**config.mk**
```make
export PLATFORM = sky130hd
export DESIGN_NAME = multicycle_controller
export DESIGN_NICKNAME = d
export VERILOG_FILES = /design/src/rtl/rv_ctrl_pkg.sv /design/src/rtl/alu_decoder.sv /design/src/rtl/multicycle_controller.sv
export SDC_FILE = /design/constraint.sdc
export NUM_CORES = 1
export LEC_CHECK = 0
export CORE_UTILIZATION = 42
export CTS_CLUSTER_SIZE = 12
export DETAILED_ROUTE_END_ITERATION = 8
export PLACE_DENSITY = 0.87
export SYNTH_ARGS = -nofsm -noshare
export SYNTH_HDL_FRONTEND = slang
export SYNTH_HIERARCHICAL = 1
export SYNTH_SLANG_ARGS = --single-unit
```
**constraint.sdc**
```tcl
create_clock -name clk -period 3.7 [get_ports clk]
set_input_delay 0.74 -clock clk [delete_from_list [all_inputs] [get_ports clk]]
set_output_delay 0.74 -clock clk [all_outputs]
set_load 0.05 [all_outputs]
```
**src/rtl/rv_ctrl_pkg.sv**
```systemverilog
// rv_ctrl_pkg: state, opcode, ALU and immediate encodings for the multicycle RV32I controller
package rv_ctrl_pkg;
  typedef enum logic [3:0] {
    S_FETCH, S_DECODE, S_MEMADR, S_MEMREAD, S_MEMWB, S_MEMWRITE, S_EXECR, S_EXECI,
    S_ALUWB, S_BRANCH, S_JAL, S_JALR, S_JALWB, S_LUI, S_AUIPC, S_TRAP
  } state_t;
  typedef enum logic [3:0] {
    ALU_ADD, ALU_SUB, ALU_AND, ALU_OR, ALU_XOR, ALU_SLL, ALU_SRL, ALU_SRA,
    ALU_SLT, ALU_SLTU, ALU_PASSB
  } alu_ctrl_t;
  typedef enum logic [2:0] {IMM_I, IMM_S, IMM_B, IMM_J, IMM_U} imm_src_t;
  typedef enum logic [1:0] {ALUOP_ADD, ALUOP_SUB, ALUOP_FUNCT, ALUOP_PASSB} alu_op_t;
  localparam logic [6:0] OP_LOAD   = 7'b0000011;
  localparam logic [6:0] OP_STORE  = 7'b0100011;
  localparam logic [6:0] OP_R      = 7'b0110011;
  localparam logic [6:0] OP_I      = 7'b0010011;
  localparam logic [6:0] OP_JAL    = 7'b1101111;
  localparam logic [6:0] OP_JALR   = 7'b1100111;
  localparam logic [6:0] OP_BRANCH = 7'b1100011;
  localparam logic [6:0] OP_LUI    = 7'b0110111;
  localparam logic [6:0] OP_AUIPC  = 7'b0010111;
endpackage

```
**src/rtl/alu_decoder.sv**
```systemverilog
// alu_decoder: maps ALUOp and funct fields to the ALU operation code
module alu_decoder
  import rv_ctrl_pkg::*;
(
  input  logic [1:0] alu_op,
  input  logic [2:0] funct3,
  input  logic       funct7,
  input  logic       op5,
  output logic [3:0] alu_control
);
  logic [3:0] f;
  always_comb begin
    f = ALU_ADD;
    case (funct3)
      3'b000: f = (op5 & funct7) ? ALU_SUB : ALU_ADD;
      3'b001: f = ALU_SLL;
      3'b010: f = ALU_SLT;
      3'b011: f = ALU_SLTU;
      3'b100: f = ALU_XOR;
      3'b101: f = funct7 ? ALU_SRA : ALU_SRL;
      3'b110: f = ALU_OR;
      3'b111: f = ALU_AND;
    endcase
    alu_control = alu_op == ALUOP_ADD ? ALU_ADD :
                  alu_op == ALUOP_SUB ? ALU_SUB :
                  alu_op == ALUOP_PASSB ? ALU_PASSB : f;
  end
endmodule

```
**src/rtl/multicycle_controller.sv**
```systemverilog
// multicycle_controller: control FSM for the multicycle RV32I datapath with memory handshake and illegal-opcode trap
module multicycle_controller
  import rv_ctrl_pkg::*;
#(
  parameter bit USE_MEM_READY = 1'b1,
  parameter bit ILLEGAL_TRAP  = 1'b1
) (
  input  logic       clk,
  input  logic       reset,
  input  logic [6:0] opcode,
  input  logic [2:0] funct3,
  input  logic       funct7,
  input  logic [3:0] Flags,
  input  logic       mem_ready,
  output logic       PCWrite,
  output logic       AdrSrc,
  output logic       MemWrite,
  output logic       IRWrite,
  output logic [1:0] ResultSrc,
  output logic [1:0] ALUSrcA,
  output logic [1:0] ALUSrcB,
  output logic [3:0] ALUControl,
  output logic [2:0] ImmSrc,
  output logic       RegWrite,
  output logic       illegal_instr,
  output logic [3:0] state_dbg
);
  state_t state, state_n;
  logic rdy, taken, pc_update, branch, mem_we, ir_we, reg_we;
  logic [1:0] alu_op;
  logic n, z, c, v;
  assign {n, z, c, v} = Flags;
  assign rdy = mem_ready | ~USE_MEM_READY;
  assign state_dbg = state;
  always_ff @(posedge clk or negedge reset)
    if (!reset) state <= S_FETCH;
    else state <= state_n;
  always_comb begin
    taken = funct3 == 3'b000 ? z :
            funct3 == 3'b001 ? ~z :
            funct3 == 3'b100 ? n ^ v :
            funct3 == 3'b101 ? ~(n ^ v) :
            funct3 == 3'b110 ? ~c :
            funct3 == 3'b111 ? c : 1'b0;
    ImmSrc = opcode == OP_STORE ? IMM_S :
             opcode == OP_BRANCH ? IMM_B :
             opcode == OP_JAL ? IMM_J :
             (opcode == OP_LUI || opcode == OP_AUIPC) ? IMM_U : IMM_I;
  end
  always_comb begin
    state_n = state;
    pc_update = 1'b0;
    branch = 1'b0;
    mem_we = 1'b0;
    ir_we = 1'b0;
    reg_we = 1'b0;
    AdrSrc = 1'b0;
    ResultSrc = 2'd0;
    ALUSrcA = 2'd0;
    ALUSrcB = 2'd0;
    alu_op = ALUOP_ADD;
    illegal_instr = 1'b0;
    case (state)
      S_FETCH: begin
        ir_we = rdy;
        pc_update = rdy;
        ALUSrcB = 2'd2;
        ResultSrc = 2'd2;
        if (rdy) state_n = S_DECODE;
      end
      S_DECODE: begin
        ALUSrcA = 2'd1;
        ALUSrcB = 2'd1;
        case (opcode)
          OP_LOAD, OP_STORE: state_n = S_MEMADR;
          OP_R:      state_n = S_EXECR;
          OP_I:      state_n = S_EXECI;
          OP_JAL:    state_n = S_JAL;
          OP_JALR:   state_n = S_JALR;
          OP_BRANCH: state_n = S_BRANCH;
          OP_LUI:    state_n = S_LUI;
          OP_AUIPC:  state_n = S_AUIPC;
          default:   state_n = ILLEGAL_TRAP ? S_TRAP : S_FETCH;
        endcase
      end
      S_MEMADR: begin
        ALUSrcA = 2'd2;
        ALUSrcB = 2'd1;
        state_n = opcode[5] ? S_MEMWRITE : S_MEMREAD;
      end
      S_MEMREAD: begin
        AdrSrc = 1'b1;
        if (rdy) state_n = S_MEMWB;
      end
      S_MEMWB: begin
        ResultSrc = 2'd1;
        reg_we = 1'b1;
        state_n = S_FETCH;
      end
      S_MEMWRITE: begin
        AdrSrc = 1'b1;
        mem_we = 1'b1;
        if (rdy) state_n = S_FETCH;
      end
      S_EXECR: begin
        ALUSrcA = 2'd2;
        alu_op = ALUOP_FUNCT;
        state_n = S_ALUWB;
      end
      S_EXECI: begin
        ALUSrcA = 2'd2;
        ALUSrcB = 2'd1;
        alu_op = ALUOP_FUNCT;
        state_n = S_ALUWB;
      end
      S_ALUWB: begin
        reg_we = 1'b1;
        state_n = S_FETCH;
      end
      S_BRANCH: begin
        ALUSrcA = 2'd2;
        alu_op = ALUOP_SUB;
        branch = 1'b1;
        state_n = S_FETCH;
      end
      S_JAL: begin
        ALUSrcA = 2'd1;
        ALUSrcB = 2'd2;
        pc_update = 1'b1;
        state_n = S_ALUWB;
      end
      S_JALR: begin
        ALUSrcA = 2'd2;
        ALUSrcB = 2'd1;
        ResultSrc = 2'd2;
        pc_update = 1'b1;
        state_n = S_JALWB;
      end
      S_JALWB: begin
        ALUSrcA = 2'd1;
        ALUSrcB = 2'd2;
        ResultSrc = 2'd2;
        reg_we = 1'b1;
        state_n = S_FETCH;
      end
      S_LUI: begin
        ALUSrcB = 2'd1;
        alu_op = ALUOP_PASSB;
        state_n = S_ALUWB;
      end
      S_AUIPC: begin
        ALUSrcA = 2'd1;
        ALUSrcB = 2'd1;
        state_n = S_ALUWB;
      end
      S_TRAP: illegal_instr = 1'b1;
    endcase
  end
  // FETCH enables depend on mem_ready, so gate them with reset to keep every write off while reset is held
  assign PCWrite  = reset & (pc_update | (branch & taken));
  assign MemWrite = reset & mem_we;
  assign IRWrite  = reset & ir_we;
  assign RegWrite = reset & reg_we;
  alu_decoder u_alu_dec (
    .alu_op(alu_op),
    .funct3(funct3),
    .funct7(funct7),
    .op5(opcode[5]),
    .alu_control(ALUControl)
  );
endmodule

```
## After elaboration in Yosys (flattened, before gate mapping)

Cells that the tools add are included.

| storage, ports and cells | value |
|---|---|
| register bits | 4 |
| bits in latches | 0 |
| bits in writable memories | 0 |
| memory bits (read-only) | 0 |
| bits of input ports | 18 |
| output and inout bits | 23 |
| word-level logic and storage cells | 99 |
| memories kept | 0 |

| operators by class | value |
|---|---|
| add/sub/neg operators | 0 |
| multiply operators | 0 |
| div/mod/pow operators | 0 |
| magnitude comparators | 0 |
| equal/unequal tests | 36 |
| shifts and indexed selects | 0 |
| muxes and demuxes | 33 |
| bitwise operators | 11 |
| reductions and logical operators | 18 |

Operator list:

| operator | number |
|---|---|
| 4-bit case mux with 8 select lines | 3 |
| 4-bit equality test (second input constant) | 8 |
| 4-bit 2-to-1 mux | 6 |
| 7-bit by 6-bit equality test with 1-bit output (second input constant) | 3 |
| 7-bit equality test (second input constant) | 3 |
| 4-bit by 3-bit equality test with 1-bit output (second input constant) | 4 |
| 3-bit 2-to-1 mux | 5 |
| 7-bit by 5-bit equality test with 1-bit output (second input constant) | 2 |
| 1-bit 2-to-1 mux | 14 |
| 3-bit equality test (second input constant) | 4 |
| 2-bit case mux with 2 select lines | 3 |
| 5-bit OR reduction | 2 |
| 3-bit OR reduction | 3 |
| 4-bit by 2-bit equality test with 1-bit output (second input constant) | 2 |
| 8-bit nonzero test | 1 |
| 2-bit OR reduction | 4 |
| 4-bit OR reduction | 2 |
| 7-bit by 2-bit equality test with 1-bit output (second input constant) | 1 |
| 1-bit bitwise AND | 6 |
| 3-bit by 2-bit equality test with 1-bit output (second input constant) | 2 |
| 2-bit inequality test (second input constant) | 3 |
| 2-bit case mux with 3 select lines | 1 |
| 6-bit OR reduction | 1 |
| 4-bit by 1-bit equality test with 1-bit output (second input constant) | 1 |
| 12 further kinds | 14 |

## Depth between registers and ports, before layout

Gate-level depths: netlist of run 1.

| logic depth | value |
|---|---|
| depth in word-level cells | 10 |
| mapped depth | 6 |
| depth with buffers taken out | 5 |

## Cells and area by module

The synthesis of run 1 kept the hierarchy.

By module, submodules not included:

| module | instances | cells an instance | area each (um^2) | seq. area each (um^2) |
|---|---|---|---|---|
| multicycle_controller | 1 | 111 | 724.4 | 100.1 |
| alu_decoder | 1 | 13 | 92.6 | 0.0 |

## Worst setup path after synthesis of run 1

Ideal clock, no wire load.

| path | value |
|---|---|
| path type | reg2out |
| from | reg state[1] (netlist: state_dbg[1]) |
| to | out ALUControl[2] |
| arrival | 3.123 ns |
| data required time | 2.960 ns |
| setup slack | -0.163 ns |
| cell stages (with the launch flop) | 6 |
| buffers on the path | 2 |
| cell sequence | dfrtp_1 > buf_2 > buf_2 > nand2_1 > a21boi_0 > nor4b_1 |

| on the way | value |
|---|---|
| longest elaborated chain between the ends | 7 |
| elaborated cells on any way between the ends | 12 |
| those cells by class | 6 x eq/ne; 4 x mux; 2 x reduce/logical |

RTL lines:

| item | line | source |
|---|---|---|
| start: declaration | multicycle_controller.sv:28 | `state_t state, state_n;` |
| start signal: assignment | multicycle_controller.sv:37 | `else state <= state_n;` |
| 4-bit by 3-bit equality test with 1-bit output | multicycle_controller.sv:63 | `case (state)` |
| 2-bit OR reduction (no line) | n/a |  |
| 2-bit case mux with 3 select lines * | multicycle_controller.sv:63 |  |
| via alu_op[1] | multicycle_controller.sv:30 | `logic [1:0] alu_op;` |
| 2-bit equality test | alu_decoder.sv:26 | `alu_op == ALUOP_PASSB ? ALU_PASSB : f;` |
| 4-bit 2-to-1 mux | alu_decoder.sv:26 |  |
| 4-bit 2-to-1 mux | alu_decoder.sv:25 | `alu_op == ALUOP_SUB ? ALU_SUB :` |
| 4-bit 2-to-1 mux * | alu_decoder.sv:24 | `alu_control = alu_op == ALUOP_ADD ? ALU_ADD :` |
| end: declaration | multicycle_controller.sv:22 | `output logic [3:0] ALUControl,` |

The timed path passes the listed nets; every way through them passes the cells marked *.

## Worst setup path in the final report of run 1

| path | value |
|---|---|
| from | reg state[3] (netlist: state_dbg[3]) |
| to | out ALUControl[2] |

The elaborated chain is that of the path after synthesis.

==> flow_summary.json, run 1 <==
{
  "n_antenna_cell": 0,
  "end_kind": "output port",
  "post_cts_resized": 0,
  "track_usage_pct": 24.3,
  "peakVddDrop_uv": 750,
  "final.setup_skew_ns": 0.00152,
  "seq_area_frac_synth_pct": 12.3,
  "clkPwrFrac_pct": 5.9,
  "synth_area_um2": 817,
  "via_per_inst": 5.62,
  "clk_latency_ns": 0.24,
  "htreeDepth": 1,
  "setup_violations": 0,
  "hold_path.class": "in -> async",
  "worst_ep_required_time_ns": 2.96,
  "grt_pass1_vias": 889,
  "swShare_pct": 60.1,
  "finalPower_mw": 0.990,
  "wl_um": 2450,
  "area_delta_synth_final_pct": 55.7,
  "die_h_um": 46.1,
  "final_nets": 184,
  "drt_iter0_drc": 31,
  "start_kind": "flop",
  "status": "finished clean",
  "power_leakage_nw": 0.503,
  "place_ws_ns": 0.408,
  "die-area_um2": 2130,
  "vias": 1062,
  "clk_pin_slew_ns": 0.04,
  "cts_made_buffers": 3,
  "powerDensity_nw_per_um2": 778,
  "synth_warnings": 6,
  "tightest_slew_ns": 0.517,
  "grt_max_degree": 18,
  "max_stage_delay_ns": 0.83,
  "fp.coreArea_um2": 1780,
  "syn_inst": 124,
  "synth-seq-cells": 4,
  "postCtsSetupRepairBufs": 0,
  "grt_pass1_wl_um": 3710,
  "postSynth.asyncResetShare_pct": 100,
  "synth_ff_type": "dfrtp_1",
  "hold_viol": 0,
  "cap_violations": 0,
  "clock_path_buffers": 2,
  "synth_edf_count": 0,
  "p_seq_share_pct": 9.5,
  "dp_hpwl_um": 1850,
  "gp_congestion": 0.848,
  "drc": 0,
  "fin_crit_sh_pct": 90.8,
  "fin_crit_ns": 3.36,
  "tritoncts": "built",
  "largest_reg_flops": 4,
  "first_pass_iters": 4,
  "port_buffers": 40,
  "setup_ws_ns": 0.339,
  "critPathArrivalTime_ns": 2.62,
  "final_layout_size_suffix_gt1_share_pct": 10.4,
  "cts.sinks": 4,
  "synth_nets": 142,
  "relSlewSlack_pct": 65.4,
  "fmax_mhz": 298,
  "rsz0062_at_grt": "false",
  "timing.setup.tns_ns": 0,
  "die_w_um": 46.1,
  "avgSynthCellArea_um2": 6.59,
  "power.internal_mw": 0.395,
  "antenna_found_initial": 0,
  "p_switching_mw": 0.595,
  "yosysUniqueCellTypes": 44,
  "cts-root-buf": "clkbuf_4",
  "postCtsHoldBufs": 0,
  "row_count": 15,
  "gr-total-overflow": 0,
  "wl_per_cell_um": 13.0,
  "final_max_slew_viol_count": 0,
  "crit_slowest_cell": "clkdlybuf4s50_1",
  "pwr-share-comb_pct": 84.6,
  "critPathKind": "reg -> out",
  "initial_core_util_pct": 45.8,
  "path_cells": "inv_2, nand2_1, a21boi_0, nor4b_2, clkdlybuf4s50_1",
  "critPathMaxFanout": 16,
  "io_pins": 41,
  "postRouteAntennaNets": 0
}
-- final timing paths --
check	start	end	slack (ns)	depth (start not counted)
max	state_dbg[3]$_DFFE_PN0P_	ALUControl[2]	0.34	5
min	reset	state_dbg[2]$_DFFE_PN0P_	0.75	1
max reg2reg	state_dbg[1]$_DFFE_PN0P_	state_dbg[0]$_DFFE_PN0P_	2.19	5
min reg2reg	state_dbg[2]$_DFFE_PN0P_	state_dbg[3]$_DFFE_PN0P_	0.77	3
max in group asynchronous	reset	state_dbg[1]$_DFFE_PN0P_	2.73	1
min in group clk	state_dbg[2]$_DFFE_PN0P_	state_dbg[3]$_DFFE_PN0P_	0.77	3
-- critical path: cells and delay by family (launching register included) --
family / cells / cell delay [ns]
buffers and inverters: 2 / 1.06
DFF: 1 / 0.55
AOI/OAI and AO/OA: 1 / 0.40
and+or+nand+nor: 2 / 0.37
-- cell usage after synthesis, drive strengths merged (2+ instances only) --
| cell type | number | area share [%] |
|---|---|---|
| nor2b | 6 | 5.5 |
| nand2 | 17 | 7.8 |
| dfrtp | 4 | 12 |
| inv | 6 | 2.8 |
| or3 | 3 | 2.3 |
| a21oi | 11 | 6.7 |
| xnor2 | 3 | 3.2 |
| nor3 | 5 | 3.1 |
| and2 | 2 | 1.5 |
| nor3b | 2 | 1.8 |
| a21o | 2 | 2.0 |
| o21a | 3 | 2.8 |
| mux2 | 2 | 2.8 |
| nand2b | 3 | 2.3 |
| nor2 | 12 | 5.5 |
| o21ai | 8 | 4.9 |
| and2b | 2 | 2.1 |
| a31oi | 4 | 3.1 |
| nand3 | 3 | 1.8 |
| buf | 5 | 3.8 |
| a211oi | 3 | 2.8 |
-- cell usage in the layout, fill, tap and decap left out, types with 4 or more instances in the layout --
master	Yosys	final
inv_1	5	5
buf_4	0	4
dfrtp_1	4	4
a31oi_1	4	4
nor2_1	12	12
clkdlybuf4s50_1	0	38
nand2_1	17	17
o21ai_0	8	8
nor3_1	5	5
a21oi_1	11	11
nor2b_1	5	5
-- kinds of logic after synthesis --
| kind of cell | after synthesis | synth area share [%] |
|---|---|---|
| and+or+nand+nor | 63 | 43.2 |
| AOI/OAI and AO/OA | 38 | 29.3 |
| buffers and inverters | 12 | 7.04 |
| DFF | 4 | 12.3 |
| muxes | 3 | 3.98 |
| xor gates and xnor gates | 4 | 4.29 |
-- metal layers --
layer | share of wire, % | wire length, um | GRT usage (%)
met1 | 41 | 996 | 28.9
met5 | 0 | 0 | 0
met2 | 50 | 1230 | 41.7
met3 | 7.4 | 181 | 5.10
met4 | 1.6 | 38 | 10.6
-- metrics by stage --
stage / area (um2) / std cells / utilization [%] / hold WS [ns]
2_1_floorplan: 823 / 124 / - / 0.444
3_3_place_gp: 1250 / 186 / 70.1 / 0.743
3_5_place_dp: 1250 / 186 / 70.1 / 0.760
4_1_cts: 1270 / 189 / 71.4 / 0.752
5_1_grt: 1270 / 189 / 71.4 / 0.754
6_report: 1270 / 189 / 71.4 / 0.746
-- area by class of cell --
type | instances | area (um2)
repair buffers | 43 | 430
inverters | 6 | 22.5
multi-input cells | 108 | 666
fillers | 152 | 510
flip-flops and latches | 4 | 100
clock buffers | 3 | 22.5
well taps | 25 | 31.3
-- power by group through the flow --
stage | Clock [mW] | Combinational (mW) | Sequential [mW]
2_1_floorplan | 0 | 0.537 | 0.143
3_3_place_gp | 0 | 0.825 | 0.0941
3_5_place_dp | 0 | 0.835 | 0.0947
4_1_cts | 0.0587 | 0.840 | 0.0940
5_1_grt | 0.0623 | 0.895 | 0.0987
6_report | 0.0580 | 0.838 | 0.0943
Note: power is estimated with default switching activity, not from simulation.
==> inputs of run 2 (changes only) <==
Settings changed: ABC_CLOCK_PERIOD_IN_PS set to 3700, GPL_ROUTABILITY_DRIVEN set to 1.
==> results of run 2 <==
The final DEF is identical to that of run 1; final timing and power are the same.
